--- src/rtl/dsp_trace_pkg.sv ---
// Shared types and default widths for the DSP writeback trace buffer.
package dsp_trace_pkg;

    // Default widths, matching the DSP core's instruction/data word and register file.
    localparam int DSP_DATA_W  = 36;
    localparam int DSP_ADDR_W  = 10;
    localparam int DSP_PC_W    = 10;
    localparam int DSP_STAMP_W = 10;

    typedef enum logic [1:0] {
        ST_IDLE    = 2'd0,
        ST_ARMED   = 2'd1,
        ST_CAPTURE = 2'd2,
        ST_DONE    = 2'd3
    } trace_state_t;

    // One trace record at default widths, MSB first as presented on rd_data.
    typedef struct packed {
        logic [DSP_STAMP_W-1:0] stamp;
        logic [DSP_PC_W-1:0]    pc;
        logic [DSP_ADDR_W-1:0]  addr;
        logic [DSP_DATA_W-1:0]  data;
    } trace_rec_t;

endpackage

--- src/rtl/trace_fifo.sv ---
// Synchronous first-word-fall-through FIFO with a registered head word.
module trace_fifo #(
    parameter  int W     = 66,
    parameter  int DEPTH = 64,
    localparam int CNT_W = $clog2(DEPTH + 1),
    localparam int PTR_W = $clog2(DEPTH)
) (
    input  logic             clk,
    input  logic             reset_n,
    input  logic             push,
    input  logic             pop,
    input  logic             clear,
    input  logic [W-1:0]     din,
    output logic [W-1:0]     dout,
    output logic             full,
    output logic             empty,
    output logic [CNT_W-1:0] count
);

    logic [W-1:0]     r_mem [DEPTH];
    logic [PTR_W-1:0] r_wr_ptr;
    logic [PTR_W-1:0] r_rd_ptr;
    logic [CNT_W-1:0] r_count;
    logic [W-1:0]     r_head;
    logic [PTR_W-1:0] w_rd_next;
    logic [CNT_W-1:0] w_cnt_next;
    logic [W-1:0]     w_head_next;
    logic             w_push;
    logic             w_pop;

    assign full  = (r_count == CNT_W'(DEPTH));
    assign empty = (r_count == '0);
    assign count = r_count;
    assign dout  = r_head;

    // A push into a full FIFO only lands when the head leaves in the same cycle.
    assign w_pop      = pop && !empty && !clear;
    assign w_push     = push && !clear && (!full || w_pop);
    assign w_rd_next  = r_rd_ptr + PTR_W'(w_pop);
    assign w_cnt_next = r_count + CNT_W'(w_push) - CNT_W'(w_pop);

    // Next head: bypass the incoming word when it lands in the head slot.
    always_comb begin
        w_head_next = r_head;
        if (w_cnt_next != '0) begin
            if (w_push && (r_wr_ptr == w_rd_next))
                w_head_next = din;
            else
                w_head_next = r_mem[w_rd_next];
        end
    end

    // Storage array, no reset needed since only valid slots are ever read out.
    always_ff @(posedge clk) begin
        if (w_push)
            r_mem[r_wr_ptr] <= din;
    end

    // Pointers, occupancy and the registered head.
    always_ff @(posedge clk or negedge reset_n) begin
        if (!reset_n) begin
            r_wr_ptr <= '0;
            r_rd_ptr <= '0;
            r_count  <= '0;
            r_head   <= '0;
        end else if (clear) begin
            r_wr_ptr <= '0;
            r_rd_ptr <= '0;
            r_count  <= '0;
            r_head   <= '0;
        end else begin
            r_wr_ptr <= r_wr_ptr + PTR_W'(w_push);
            r_rd_ptr <= w_rd_next;
            r_count  <= w_cnt_next;
            r_head   <= w_head_next;
        end
    end

endmodule

--- src/rtl/dsp_trace_capture.sv ---
// Writeback trace capture: framing FSM, per-sample stamp, address filter and FIFO.
module dsp_trace_capture
    import dsp_trace_pkg::*;
#(
    parameter  int DATA_W  = DSP_DATA_W,
    parameter  int ADDR_W  = DSP_ADDR_W,
    parameter  int PC_W    = DSP_PC_W,
    parameter  int STAMP_W = DSP_STAMP_W,
    parameter  int DEPTH   = 64,
    localparam int REC_W   = STAMP_W + PC_W + ADDR_W + DATA_W,
    localparam int CNT_W   = $clog2(DEPTH + 1)
) (
    input  logic              clk,
    input  logic              reset_n,
    input  logic              start,
    input  logic              write_en,
    input  logic [ADDR_W-1:0] addr_w,
    input  logic [DATA_W-1:0] data_w,
    input  logic [PC_W-1:0]   pc_wb,
    input  logic              arm,
    input  logic              disarm,
    input  logic              cont,
    input  logic              filt_en,
    input  logic [ADDR_W-1:0] filt_lo,
    input  logic [ADDR_W-1:0] filt_hi,
    output logic              rd_valid,
    input  logic              rd_ready,
    output logic [REC_W-1:0]  rd_data,
    output logic [1:0]        state,
    output logic [CNT_W-1:0]  count,
    output logic              overflow
);

    trace_state_t       r_state;
    logic               r_cont;
    logic               r_filt_en;
    logic [ADDR_W-1:0]  r_filt_lo;
    logic [ADDR_W-1:0]  r_filt_hi;
    logic [STAMP_W-1:0] r_stamp;
    logic               r_overflow;

    logic               w_clear;
    logic               w_full;
    logic               w_empty;
    logic               w_pop;
    logic               w_in_win;
    logic               w_push_req;
    logic               w_push_acc;
    logic               w_will_full;
    logic [CNT_W-1:0]   w_count;

    // disarm beats arm, so a simultaneous pair leaves the buffer intact.
    assign w_clear  = arm && !disarm;
    assign w_pop    = !w_empty && rd_ready;
    // An inverted window (lo > hi) naturally matches nothing.
    assign w_in_win = !r_filt_en || ((addr_w >= r_filt_lo) && (addr_w <= r_filt_hi));
    // The start that ends a single-shot frame does not capture its coincident write.
    assign w_push_req = write_en && (r_state == ST_CAPTURE) && w_in_win && !(start && !r_cont);
    assign w_push_acc = w_push_req && (!w_full || w_pop);
    // Occupancy after this edge reaches DEPTH: single-shot must be DONE before the next write.
    assign w_will_full = (w_full && (w_push_acc || !w_pop)) ||
                         ((w_count == CNT_W'(DEPTH - 1)) && w_push_acc && !w_pop);

    trace_fifo #(
        .W     (REC_W),
        .DEPTH (DEPTH)
    ) u_fifo (
        .clk     (clk),
        .reset_n (reset_n),
        .push    (w_push_acc),
        .pop     (w_pop),
        .clear   (w_clear),
        .din     ({r_stamp, pc_wb, addr_w, data_w}),
        .dout    (rd_data),
        .full    (w_full),
        .empty   (w_empty),
        .count   (w_count)
    );

    assign rd_valid = !w_empty;
    assign state    = r_state;
    assign count    = w_count;
    assign overflow = r_overflow;

    // Cycle stamp: zero in the cycle after start, saturating at all-ones.
    always_ff @(posedge clk or negedge reset_n) begin
        if (!reset_n)
            r_stamp <= '0;
        else if (start)
            r_stamp <= '0;
        else if (r_stamp != '1)
            r_stamp <= r_stamp + STAMP_W'(1);
    end

    // Capture configuration latched on arm; sticky overflow on a dropped qualifying write.
    always_ff @(posedge clk or negedge reset_n) begin
        if (!reset_n) begin
            r_cont     <= 1'b0;
            r_filt_en  <= 1'b0;
            r_filt_lo  <= '0;
            r_filt_hi  <= '0;
            r_overflow <= 1'b0;
        end else if (w_clear) begin
            r_cont     <= cont;
            r_filt_en  <= filt_en;
            r_filt_lo  <= filt_lo;
            r_filt_hi  <= filt_hi;
            r_overflow <= 1'b0;
        end else if (w_push_req && !w_push_acc) begin
            r_overflow <= 1'b1;
        end
    end

    // Framing FSM: disarm, then arm, then the per-state triggers.
    always_ff @(posedge clk or negedge reset_n) begin
        if (!reset_n)
            r_state <= ST_IDLE;
        else if (disarm)
            r_state <= ST_IDLE;
        else if (arm)
            r_state <= ST_ARMED;
        else begin
            case (r_state)
                ST_ARMED:   if (start) r_state <= ST_CAPTURE;
                ST_CAPTURE: if (!r_cont && (start || w_will_full)) r_state <= ST_DONE;
                default:    ;
            endcase
        end
    end

endmodule

--- config.mk ---
export PLATFORM = sky130hd
export DESIGN_NAME = dsp_trace_capture
export DESIGN_NICKNAME = d
export VERILOG_FILES = /design/src/rtl/dsp_trace_pkg.sv /design/src/rtl/trace_fifo.sv /design/src/rtl/dsp_trace_capture.sv
export SDC_FILE = /design/constraint.sdc
export NUM_CORES = 2
export LEC_CHECK = 0
export ABC_CLOCK_PERIOD_IN_PS = 16900
export CELL_PAD_IN_SITES_DETAIL_PLACEMENT = 0
export CELL_PAD_IN_SITES_GLOBAL_PLACEMENT = 2
export CORE_MARGIN = 2
export CORE_UTILIZATION = 30
export CTS_CLUSTER_DIAMETER = 150
export DETAILED_ROUTE_END_ITERATION = 8
export GPL_ROUTABILITY_DRIVEN = 0
export PLACE_DENSITY = 0.64
export SLEW_MARGIN = 20
export SYNTH_ARGS = -nofsm -noshare
export SYNTH_HDL_FRONTEND = slang
export SYNTH_MEMORY_MAX_BITS = 65536
export SYNTH_SLANG_ARGS = --single-unit
--- constraint.sdc ---
create_clock -name clk -period 16.9 [get_ports clk]
set_input_delay 3.38 -clock clk [delete_from_list [all_inputs] [get_ports clk]]
set_output_delay 3.38 -clock clk [all_outputs]
set_load 0.02 [all_outputs]
==> results.json <==
{
  "critPathMostFrequentCell": "buf_4",
  "cts_buffers": 447,
  "dr_wl_met2_um": 244000,
  "path_class": "primary input to flop",
  "synth_area_leaders": "edfxtp_1 76%, mux4_2 14%, nand2_1 2.1%",
  "ys_types": 55,
  "syn_nets": 8259,
  "p_int_mw": 21.4,
  "cap_violations": 0,
  "h-tree-depth": 5,
  "timing.rr.end": "u_fifo.dout[1]$_DFFE_PN0P_",
  "grt_pass1_wl_um": 694000,
  "top_layer": "met5",
  "post-route-min-period_ps": 9920,
  "drt_iter0_markers": 9862,
  "power.leakage_nw": 60.4,
  "cts_tree": "done",
  "avgRoutedWirePerCell_um": 30.7,
  "root_buffer": "clkbuf_16",
  "grt_max_degree": 130,
  "die_area_um2": 565000,
  "initial_core_util_pct": 30.1,
  "cts_setup_buffers": 0,
  "hp-class": "flop to flop",
  "post-route-period-util_pct": 58.7,
  "synth-seq-cells": 4344,
  "startpoint": "addr_w[0]",
  "max_stage_delay_ps": 950,
  "timing.fmax_mhz": 101,
  "cp.arrival_ps": 10770,
  "synth_ff_type": "edfxtp_1",
  "core.rowCount": 274,
  "cp-end-kind": "flop",
  "viasPerCell": 5.16,
  "skew_ps": 70.4,
  "whs_ps": 491,
  "hold_viol_final": 0,
  "track_usage_pct": 17.4,
  "synthCells": 8135,
  "worstMarginPinSlew_ps": 1240,
  "async_reset_ff_share_pct": 2.76,
  "port_buffers": 161,
  "clock-sinks": 4344,
  "dp_hpwl_um": 261000,
  "synth.avg_cell_area_um2": 20.6,
  "ant_nets": 0,
  "seq_power_share_pct": 39.9,
  "ctsResizeCount": 0,
  "clkPwrFrac_pct": 32.5,
  "clk_pin_slew_worst_paths_ps": 60,
  "p_per_area_nw_per_um2": 156,
  "yosys_warnings": 0,
  "core_um2": 557000,
  "rsz0062_at_grt": "no",
  "grt_pass1_vias": 86500,
  "synth_enable_flop_cells": 4224,
  "clkLatencyLatePin_ps": 1040,
  "synth_seq_area_share_pct": 77.4,
  "drt_first_pass_iters": 6,
  "ios": 162,
  "critPathLaunchType": "primary input",
  "layout-drive-gt1-share_pct": 23.8,
  "drv_slew": 0,
  "ff2ff_setup_slack_ps": 9920,
  "cts_hold_buf": 0,
  "yosys.area.top_type": "edfxtp_1",
  "wl_met1_um": 209000,
  "min_to": "u_fifo.dout[37]$_DFFE_PN0P_",
  "cts_buffer_depth": 4,
  "outcome": "finished clean",
  "path_cells": "buf_2, buf_4, inv_1, ha_1, nand2b_1, a211oi_1, o22ai_1, a2111oi_4, nor3_1, ha_1, fa_1, a21oi_1, o311ai_0, a21oi_1, xnor2_1, nor4_2, buf_4, or2_4, buf_4, o21ai_0",
  "pwr-share-comb_pct": 27.7,
  "r2r_start": "r_filt_lo[3]$_DFFE_PN0P_",
  "finalSetupViolCount": 0,
  "die_h_um": 752,
  "grt_overflow": 0,
  "final_nets": 8679,
  "r2r_cells": 18,
  "syn_area_um2": 168000,
  "wl_um": 503000,
  "vdd_drop_max_uv": 164,
  "hold_path_depth": 2,
  "required_ps": 17750,
  "fin_setup_tns_ps": 0,
  "syn_to_final_growth_pct": 15.8,
  "cp_max_fo": 66,
  "swShare_pct": 29.4,
  "met3WireLength_um": 35400,
  "min-delay-start": "u_fifo.dout[37]$_DFFE_PN0P_",
  "relSlewSlack_pct": 17.4,
  "crit_slowest_cell": "a2111oi_4",
  "drc": 0,
  "dr_total_vias": 84600,
  "yosysTopAreaCellShare_pct": 75.6,
  "switchingPower_mw": 8.90,
  "die-width_um": 752,
  "antenna_found_initial": 33
}
-- power by group through the flow --
| stage | sequential [mW] | combinational, mW | clock [mW] |
|---|---|---|---|
| final | 12.1 | 8.38 | 9.83 |
| after global routing | 12.1 | 9.05 | 10.4 |
| after CTS | 12.1 | 8.56 | 10.0 |
| after detailed placement | 12.3 | 8.54 | 0 |
| after global placement | 12.3 | 8.52 | 0 |
| after floorplan | 12.3 | 5.99 | 0 |
-- Yosys cell counts, types with 18 or more instances --
cell,count
inv_1,37
nor2_1,91
clkbuf_1,236
buf_2,139
nand2_1,934
o21ai_1,40
o21ai_0,53
nand4_1,71
nand3_1,610
mux2i_1,286
dfrtp_1,120
a21oi_1,18
mux4_2,1056
ha_1,38
buf_1,70
edfxtp_1,4224
-- worst max path at each step --
stage,end
after floorplan,u_fifo.r_mem[56][0]$_DFFE_PP_
after global placement,u_fifo.dout[10]$_DFFE_PN0P_
after detailed placement,u_fifo.dout[10]$_DFFE_PN0P_
after CTS,u_fifo.dout[1]$_DFFE_PN0P_
after global routing,u_fifo.dout[1]$_DFFE_PN0P_
final,u_fifo.dout[1]$_DFFE_PN0P_
-- placed cells by master (no fill, tap or decap), drive strengths merged, types with 2 or more instances in the layout --
cell,count
nand2,934
and4,3
mux4,1056
or3,6
bufinv,40
nand4,71
buf,320
inv,48
or3b,2
nor4,3
nand2b,3
xnor2,13
nor2b,7
o211ai,3
mux2i,286
nand3b,4
clkbuf,556
a2111oi,2
a21o,3
diode,7
edfxtp,4224
a31oi,3
and2,8
ha,38
xor2,12
o21ai,93
clkinvlp,13
nor2,92
a21oi,18
nor3,12
dfrtp,120
clkdlybuf4s50,104
clkinv,210
nand3,610
-- flip-flops by register name (all words and copies together), names as in the netlist --
signal	count
u_fifo.r_mem	4224
u_fifo.dout	66
r_filt_hi	10
r_filt_lo	10
r_stamp	10
u_fifo.count	7
u_fifo.r_rd_ptr	6
u_fifo.r_wr_ptr	6
state	2
overflow	1
r_cont	1
r_filt_en	1
-- cells by family (layout without fill, tap and decap cells) --
family / after synthesis / after routing / share of synthesized area, %
adder cells (fa/ha/maj): 39 / 39 / 0.295
AND/OR/NAND/NOR: 1760 / 1760 / 4.59
multiplexers: 1343 / 1343 / 15.9
other: 0 / 7 / 0
XOR/XNOR: 25 / 25 / 0.135
flip-flops: 4344 / 4344 / 77.4
AO/OA/AOI/OAI: 133 / 133 / 0.438
buffers and inverters: 491 / 1291 / 1.22
-- metal layers --
layer  vias to the layer above  track usage [%]
met2                      3265             28.9
met1                     46600             23.8
met4                         4             4.67
met5                         -                0
li1                      34100                -
met3                       684             2.60
-- per-stage QoR --
stage	instance area [um2]	util [%]	setup WS (ps)	instances	power, mW
floorplan	168000	-	8610	8135	18.3
global placement	179000	32.2	5680	15600	20.8
detailed placement	179000	32.2	5820	15600	20.8
CTS	194000	34.8	6940	16400	30.7
global route	194000	34.9	6530	16400	31.5
finish	194000	34.9	6980	16400	30.3
-- layout make-up --
class,instances,area (um2)
Antenna cell,7,17.5
Fill cell,51800,363000
Clock buffer,555,12000
Inverter,37,139
Tap cell,7452,9320
Timing Repair Buffer,425,3760
Sequential cell,4344,130000
Multi-Input combinational cell,3300,36500
Clock inverter,274,2570
-- worst max-delay path, delay by kind of cell --
| kind | cells | cell delay, ps |
|---|---|---|
| buf+inv | 5 | 2160 |
| compound gates | 7 | 2120 |
| simple gates | 4 | 1690 |
| fa+ha+maj | 3 | 1110 |
| xor+xnor | 1 | 110 |
Power figures use the tool's default switching activity.
